<file path="src/rtl/aftab_serial_comparator_if.sv">
// Request/result bundle for the slice-serial magnitude comparator.
// Requester drives operands and start; comparator returns ready/done and flags.
// Flags are registered in the comparator and hold until the next done.
interface aftab_serial_comparator_if #(
  parameter int SIZE = 32
);
  logic            startCompare;
  logic            compareSignedUnsignedBar;
  logic [SIZE-1:0] a;
  logic [SIZE-1:0] b;
  logic            ready;
  logic            done;
  logic            lt;
  logic            eq;
  logic            gt;

  modport master (
    output startCompare, compareSignedUnsignedBar, a, b,
    input  ready, done, lt, eq, gt
  );

  modport slave (
    input  startCompare, compareSignedUnsignedBar, a, b,
    output ready, done, lt, eq, gt
  );
endinterface

</file>
<file path="src/rtl/aftab_serial_comparator.sv">
// Slice-serial signed/unsigned magnitude comparator, MSB slice first.
// Latency: NSLICE cycles, or NSLICE-i with AFTAB_SERCMP_EARLY_EXIT_EN (i = first differing slice).
// Backpressure: one request at a time; startCompare is ignored while ready=0 and never queued.
module aftab_serial_comparator #(
  parameter int SIZE  = 32,
  parameter int SLICE = 8
) (
  input logic                     clk,
  input logic                     rst,
  aftab_serial_comparator_if.slave cmp
);

  localparam int NSLICE = SIZE / SLICE;
  localparam int IW     = (NSLICE > 1) ? $clog2(NSLICE) : 1;
  localparam logic [IW-1:0] TOP = IW'(NSLICE - 1);

  typedef enum logic {IDLE, COMPARE} state_t;

  state_t          state;
  logic [IW-1:0]   idx;
  logic            decided;
  logic            dec_lt;
  logic            mode;
  logic [SIZE-1:0] a_q;
  logic [SIZE-1:0] b_q;
  logic            ready_q;
  logic            done_q;
  logic            lt_q;
  logic            eq_q;
  logic            gt_q;

  logic [SLICE-1:0] sa;
  logic [SLICE-1:0] sb;
  logic             s_lt;
  logic             s_gt;
  logic             diff;
  logic             exit_now;
  logic             res_lt;
  logic             res_eq;
  logic             res_gt;

  assign cmp.ready = ready_q;
  assign cmp.done  = done_q;
  assign cmp.lt    = lt_q;
  assign cmp.eq    = eq_q;
  assign cmp.gt    = gt_q;

  // Current slice compare; flipping the sign bit of the top slice maps
  // two's-complement ordering onto unsigned ordering.
  always_comb begin
    sa = a_q[int'(idx)*SLICE +: SLICE];
    sb = b_q[int'(idx)*SLICE +: SLICE];
    if (mode && (idx == TOP)) begin
      sa[SLICE-1] = ~sa[SLICE-1];
      sb[SLICE-1] = ~sb[SLICE-1];
    end
    s_lt = (sa < sb);
    s_gt = (sa > sb);
    diff = s_lt | s_gt;
`ifdef AFTAB_SERCMP_EARLY_EXIT_EN
    exit_now = diff || (idx == '0);
`else
    exit_now = (idx == '0);
`endif
    // An earlier decision wins over anything seen in lower slices.
    res_lt = 1'b0;
    res_eq = 1'b0;
    res_gt = 1'b0;
    if (decided) begin
      res_lt = dec_lt;
      res_gt = ~dec_lt;
    end else if (diff) begin
      res_lt = s_lt;
      res_gt = s_gt;
    end else begin
      res_eq = 1'b1;
    end
  end

  // Control FSM with registered ready/done/flags; reset aborts any operation.
  always_ff @(posedge clk) begin
    if (rst) begin
      state   <= IDLE;
      ready_q <= 1'b1;
      done_q  <= 1'b0;
      lt_q    <= 1'b0;
      eq_q    <= 1'b0;
      gt_q    <= 1'b0;
      idx     <= '0;
      decided <= 1'b0;
      dec_lt  <= 1'b0;
      mode    <= 1'b0;
      a_q     <= '0;
      b_q     <= '0;
    end else begin
      done_q <= 1'b0;
      case (state)
        IDLE: begin
          if (cmp.startCompare) begin
            a_q     <= cmp.a;
            b_q     <= cmp.b;
            mode    <= cmp.compareSignedUnsignedBar;
            idx     <= TOP;
            decided <= 1'b0;
            ready_q <= 1'b0;
            state   <= COMPARE;
          end
        end
        COMPARE: begin
          if (!decided && diff) begin
            decided <= 1'b1;
            dec_lt  <= s_lt;
          end
          if (exit_now) begin
            lt_q    <= res_lt;
            eq_q    <= res_eq;
            gt_q    <= res_gt;
            done_q  <= 1'b1;
            ready_q <= 1'b1;
            state   <= IDLE;
          end else begin
            idx <= idx - 1'b1;
          end
        end
      endcase
    end
  end

endmodule

</file>
<file path="src/flat_wrapper.sv">
// flat-port wrapper written by rule: the top's interface ports become plain ports
module aftab_serial_comparator_flat 
#(
  parameter int SIZE  = 32,
  parameter int SLICE = 8
)
  (clk, rst, cmp_startCompare, cmp_compareSignedUnsignedBar, cmp_a, cmp_b, cmp_ready, cmp_done, cmp_lt, cmp_eq, cmp_gt);
  aftab_serial_comparator_if #(.SIZE(SIZE)) cmp_i ();
  input logic clk;
  input logic rst;
  input wire logic [$bits(cmp_i.startCompare)-1:0] cmp_startCompare;
  input wire logic [$bits(cmp_i.compareSignedUnsignedBar)-1:0] cmp_compareSignedUnsignedBar;
  input wire logic [$bits(cmp_i.a)-1:0] cmp_a;
  input wire logic [$bits(cmp_i.b)-1:0] cmp_b;
  output wire logic [$bits(cmp_i.ready)-1:0] cmp_ready;
  output wire logic [$bits(cmp_i.done)-1:0] cmp_done;
  output wire logic [$bits(cmp_i.lt)-1:0] cmp_lt;
  output wire logic [$bits(cmp_i.eq)-1:0] cmp_eq;
  output wire logic [$bits(cmp_i.gt)-1:0] cmp_gt;
  assign cmp_i.startCompare = cmp_startCompare;
  assign cmp_i.compareSignedUnsignedBar = cmp_compareSignedUnsignedBar;
  assign cmp_i.a = cmp_a;
  assign cmp_i.b = cmp_b;
  assign cmp_ready = cmp_i.ready;
  assign cmp_done = cmp_i.done;
  assign cmp_lt = cmp_i.lt;
  assign cmp_eq = cmp_i.eq;
  assign cmp_gt = cmp_i.gt;
  aftab_serial_comparator #(.SIZE(SIZE), .SLICE(SLICE)) u_core (.clk(clk), .rst(rst), .cmp(cmp_i));
endmodule
</file>
<file path="config.mk">
export PLATFORM = sky130hd
export DESIGN_NAME = aftab_serial_comparator_flat
export DESIGN_NICKNAME = d
export VERILOG_FILES = /design/src/rtl/aftab_serial_comparator_if.sv /design/src/rtl/aftab_serial_comparator.sv /design/src/flat_wrapper.sv
export SDC_FILE = /design/constraint.sdc
export NUM_CORES = 1
export LEC_CHECK = 0
export BUFFER_PORTS_ARGS = -buffer_cell sky130_fd_sc_hd__buf_4
export CORE_UTILIZATION = 53
export CTS_BUF_LIST = sky130_fd_sc_hd__clkbuf_16
export DETAILED_ROUTE_END_ITERATION = 8
export PLACE_DENSITY = 0.83
export SKIP_LAST_GASP = 1
export SYNTH_ARGS = -nofsm -noshare
export SYNTH_HDL_FRONTEND = slang
export SYNTH_SLANG_ARGS = --single-unit
</file>
<file path="constraint.sdc">
create_clock -name clk -period 3.1 [get_ports clk]
set_input_delay 0.155 -clock clk [delete_from_list [all_inputs] [get_ports clk]]
set_output_delay 0.155 -clock clk [all_outputs]
set_load 0.02 [all_outputs]
</file>
Yosys cells after proc, flatten, opt, wreduce, memory -nomap -nowiden
Cells that the tools add are included.

word-level totals
  bits in registers = 75
  input bits = 68

operators by class
  bitwise logic cells = 5
  multiplexer cells = 20
  reduce and logical (&&, ||, !) cells = 11
  magnitude comparators = 2
  shift operators = 2
  add/subtract/negate cells = 1
  eq/ne operators = 5

operators with widths
  operator                                          number
  indexed part select 32 x 6 -> 8 bit               2
  two-way mux 1 bit                                 14
  AND reduction 2 bit                               6
  > comparator 8 bit                                1
  < comparator 8 bit                                1
  inequality test 2 bit, second input constant      4
  case mux 1 bit (2 select lines)                   3
  two-way mux 2 bit                                 2
  NOT 1 bit                                         4
  case mux 2 bit (2 select lines)                   1
  equality test 2 bit, second input constant        1
  logical AND 1 bit                                 2
  logical NOT 2 bit                                 1
  OR reduction 2 bit                                1
  subtractor 2 x 1 -> 2 bit, second input constant  1
  logical NOT 1 bit                                 1
  OR 1 bit                                          1

Longest topological paths before layout
  depth after elaboration = 8
  depth in mapped cells = 10
  depth with buffers taken out = 9

Least setup slack after synthesis
OpenSTA, ideal clock, no wires.

  path type = register to register
  from = register u_core.idx[0]
  to = register u_core.eq_q (netlist: u_core.cmp.eq)
  slack = 0.732 ns
  arrival = 2.298 ns
  cell stages (with the launch flop) = 10
  path buffers = 2
  required time = 3.030 ns
  path through = dfxtp_1 buf_4 buf_4 mux4_2 ha_1 nand4_2 nor2_2 o31ai_1 or3_1 a21oi_1

on the way
  longest elaborated chain between the ends = 7
  elaborated cells on any way between the ends = 15

RTL lines
  what                                                               RTL line                                                      text
  start, declared                                                    aftab_serial_comparator.sv:20                                 logic [IW-1:0] idx;
  start signal, assigned                                             aftab_serial_comparator.sv:122                                idx <= idx - 1'b1;
  indexed part select 32 x 6 -> 8 bit, or another cell as far along  aftab_serial_comparator.sv:51                                 sa = a_q[int'(idx)*SLICE +: SLICE];
  NOT 1 bit, or another cell as far along                            aftab_serial_comparator.sv:54                                 sa[SLICE-1] = ~sa[SLICE-1];
  two-way mux 1 bit                                                  aftab_serial_comparator.sv:53                                 if (mode && (idx == TOP)) begin
  < comparator 8 bit or > comparator 8 bit (tied branches)           aftab_serial_comparator.sv:57, aftab_serial_comparator.sv:58
  OR 1 bit                                                           aftab_serial_comparator.sv:59                                 diff = s_lt | s_gt;
  two-way mux 1 bit                                                  aftab_serial_comparator.sv:72                                 end else if (diff) begin
  two-way mux 1 bit                                                  aftab_serial_comparator.sv:69                                 if (decided) begin
  end signal, assigned                                               aftab_serial_comparator.sv:116                                eq_q <= res_eq;
  end, declared                                                      aftab_serial_comparator.sv:29                                 logic eq_q;

Parallel ways exist; a longest one is shown, timed or not.
A chain may end at the register's enable or synchronous reset.

Final worst setup path
Ends and elaborated chain as after synthesis.

==> impl_metrics.py <==
metrics = {
    "clock_tree": {
        "clkSlewWorstSetupHoldPaths_ns": 0.05,
        "clock_latency_ns": 0.33,
        "cts.sinks": 75,
        "cts_root_buf": "clkbuf_16",
        "htree_levels": 3,
        "cts_tree": "built",
        "ctsResizeCount": 0,
        "cts_buffer_depth": 2,
        "cts-buffers-inserted": 9,
        "post_cts_buffers": 0,
        "ctsHoldBuffers": 0,
    },
    "setup_path": {
        "r2r_cells": 9,
        "worstPathArrival_ns": 3.00,
        "cp_max_fo": 16,
        "required_ns": 3.36,
        "start_kind": "flip-flop",
        "path_class": "reg2reg",
        "reg2reg_slack_ns": 0.35,
        "endpoint_kind": "flip-flop",
        "timing.rr.end": "u_core.cmp.eq$_SDFFE_PP0P_",
        "reg2reg_from": "u_core.idx[0]$_SDFFE_PP0P_",
    },
    "power": {
        "pwr-share-seq_pct": 45.2,
        "ir_worst_vdd_mv": 0.373,
        "p_clk_share_pct": 36.8,
        "p_sw_mw": 0.635,
        "total_power_mw": 2.40,
        "swShare_pct": 26.4,
        "pwr_density_cell_nw_per_um2": 592,
        "leakage_nw": 1.66,
        "p_comb_share_pct": 18.0,
        "power.internal_mw": 1.77,
    },
    "yosys": {
        "ys.flop_type": "dfxtp_1",
        "synth_area_per_cell_um2": 8.57,
        "synth_seq_area_share_pct": 46.4,
        "netlist_area_um2": 3240,
        "synth.distinct_cells": 30,
        "syn_nets": 456,
        "ys_warn_count": 0,
        "netlist_instances": 378,
        "synth-seq-cells": 75,
        "synthArstFlopShare_pct": 0,
        "synth-edff-count": 0,
    },
    "floorplanning": {
        "fp.dieH_um": 80.2,
        "ioPinCount": 73,
        "num_rows": 28,
        "start_util_pct": 54.7,
        "dieWidth_um": 80.2,
        "dieArea_um2": 6430,
        "coreArea_um2": 5920,
    },
    "routing": {
        "totalWireLength_um": 7280,
        "vias": 2816,
        "final_antenna_net_count": 0,
        "viasPerCell": 5.47,
        "wl_per_cell_um": 14.1,
        "drc": 0,
        "firstDrtPassIters": 4,
        "drt-initial-drc-count": 149,
    },
    "run_status": {
        "status": "finished, final reports clean",
    },
    "worst_hold_path": {
        "worstHoldPathCells": 3,
        "holdCritStartpoint": "cmp_b[31]",
        "hold_end": "u_core.b_q[31]$_SDFFE_PP0P_",
        "hp-class": "in2reg",
    },
    "global_route": {
        "grt.overflow.total": 0,
        "antenna_found_initial": 0,
        "grt_pass1_wl_um": 12200,
        "grt_pass1_vias": 2754,
        "grt_use_total_pct": 25.5,
        "grt_max_degree": 75,
    },
    "layout": {
        "drive_above_1_share_pct": 24.8,
        "final_util_pct": 68.5,
        "instances_no_fill": 515,
        "diodes": 0,
        "final_common_cell": "nand2_1",
        "nets": 516,
        "syn_to_final_growth_pct": 25.3,
        "mostFrequentLayoutCells": "nand2_1 (137), dfxtp_1 (75), buf_4 (74)",
    },
    "sta": {
        "fin_hold_ws_ns": 0.0637,
        "hold_violations": 0,
        "rsz0062_at_grt": "no",
        "skew_ns": 0.00503,
        "fin_crit_sh_pct": 88.6,
        "slew_headroom_pct": 51.9,
        "setup-violations-final": 0,
        "worst_pin_slew_ns": 0.722,
        "period_needed_ns": 2.75,
        "max_freq_mhz": 364,
        "report.final.slew_viol_count": 0,
        "tns_ns": 0,
    },
    "placement": {
        "place_hpwl_um": 5030,
        "placed_cells": 502,
        "portBuffers": 72,
        "gp_congestion": 0.844,
    },
    "flow_run": {
        "drv_cap": 0,
    },
}
Yosys cell counts (2+ instances only):
| cell | count | area, um2 |
|---|---|---|
| mux4_2 | 16 | 360 |
| inv_1 | 10 | 37.5 |
| a21oi_1 | 73 | 365 |
| nor2_1 | 4 | 15.0 |
| nor3_1 | 2 | 10.0 |
| ha_1 | 10 | 125 |
| nor2b_1 | 2 | 12.5 |
| nand2_1 | 137 | 514 |
| xor2_1 | 2 | 17.5 |
| buf_1 | 3 | 11.3 |
| a211oi_1 | 3 | 22.5 |
| dfxtp_1 | 75 | 1500 |
| o21ai_0 | 3 | 15.0 |
| buf_2 | 14 | 70.1 |
| clkbuf_1 | 8 | 30.0 |
| buf_4 | 2 | 15.0 |
cell families (layout without fill, tap and decap cells):
family          after synthesis  after routing  share of synthesized area [%]
buf+inv                      37             99                           5.06
xor+xnor                      3              3                          0.812
flops                        75             75                           46.4
fa+ha+maj                    10             10                           3.86
compound gates               86             86                           14.2
simple gates                150            150                           18.2
mux                          17             17                           11.5
state kept, by name, indices dropped and copies added (netlist names):
| signal | count |
|---|---|
| u_core.a_q | 32 |
| u_core.b_q | 32 |
| u_core.cmp.done | 1 |
| u_core.cmp.eq | 1 |
| u_core.cmp.gt | 1 |
| u_core.cmp.lt | 1 |
| u_core.cmp.ready | 1 |
| u_core.dec_lt | 1 |
| u_core.decided | 1 |
| u_core.idx | 2 |
| u_core.mode | 1 |
| u_core.state | 1 |
power groups by stage:
stage,Combinational (mW),Sequential [mW],Clock [mW]
6_report,0.434,1.08,0.884
5_1_grt,0.480,1.09,0.949
4_1_cts,0.434,1.08,0.892
3_5_place_dp,0.430,1.10,0
3_3_place_gp,0.410,1.10,0
2_1_floorplan,0.300,1.08,0
worst max-delay path: stages (launching register included):
cell,delay (ns)
dfxtp_1,0.51
buf_12,0.21
mux4_2,0.52
xnor2_1,0.16
ha_1,0.36
nand2_1,0.08
o21ai_0,0.26
o31ai_1,0.12
or3_1,0.31
a21oi_1,0.14
layout make-up:
| class | count | area, um2 |
|---|---|---|
| clock buffers | 9 | 225 |
| clock inverters | 4 | 21.3 |
| fillers | 477 | 1860 |
| inverters | 10 | 37.5 |
| multi-input cells | 266 | 1580 |
| flip-flops and latches | 75 | 1500 |
| well taps | 75 | 93.8 |
| repair buffers | 76 | 596 |
metal layers:
layer / vias to the layer above / share of wire (%) / track usage (%)
li1: 1388 / - / -
met1: 1329 / 39 / 27.8
met2: 84 / 54 / 45.0
met3: 15 / 5.1 / 8.41
met4: 0 / 2.0 / 11.1
met5: - / 0 / 0
how the worst max path moves through the flow:
stage / start / to / slack, ns / cells after the start
floorplan: u_core.idx[0]$_SDFFE_PP0P_ / u_core.cmp.eq$_SDFFE_PP0P_ / 0.73 / 9
global placement: u_core.idx[0]$_SDFFE_PP0P_ / u_core.cmp.eq$_SDFFE_PP0P_ / 0.52 / 9
detailed placement: u_core.idx[0]$_SDFFE_PP0P_ / u_core.cmp.eq$_SDFFE_PP0P_ / 0.42 / 9
CTS: u_core.idx[0]$_SDFFE_PP0P_ / u_core.cmp.eq$_SDFFE_PP0P_ / 0.38 / 9
global route: u_core.idx[0]$_SDFFE_PP0P_ / u_core.cmp.eq$_SDFFE_PP0P_ / 0.15 / 9
finish: u_core.idx[0]$_SDFFE_PP0P_ / u_core.cmp.eq$_SDFFE_PP0P_ / 0.35 / 9
stage by stage:
step	area, um2	setup WS [ns]
after floorplan	3240	0.732
after global placement	3810	0.515
after detailed placement	3810	0.419
after CTS	4060	0.382
after global routing	4060	0.148
final	4060	0.353
No activity file was read; power rests on OpenSTA's default activity.
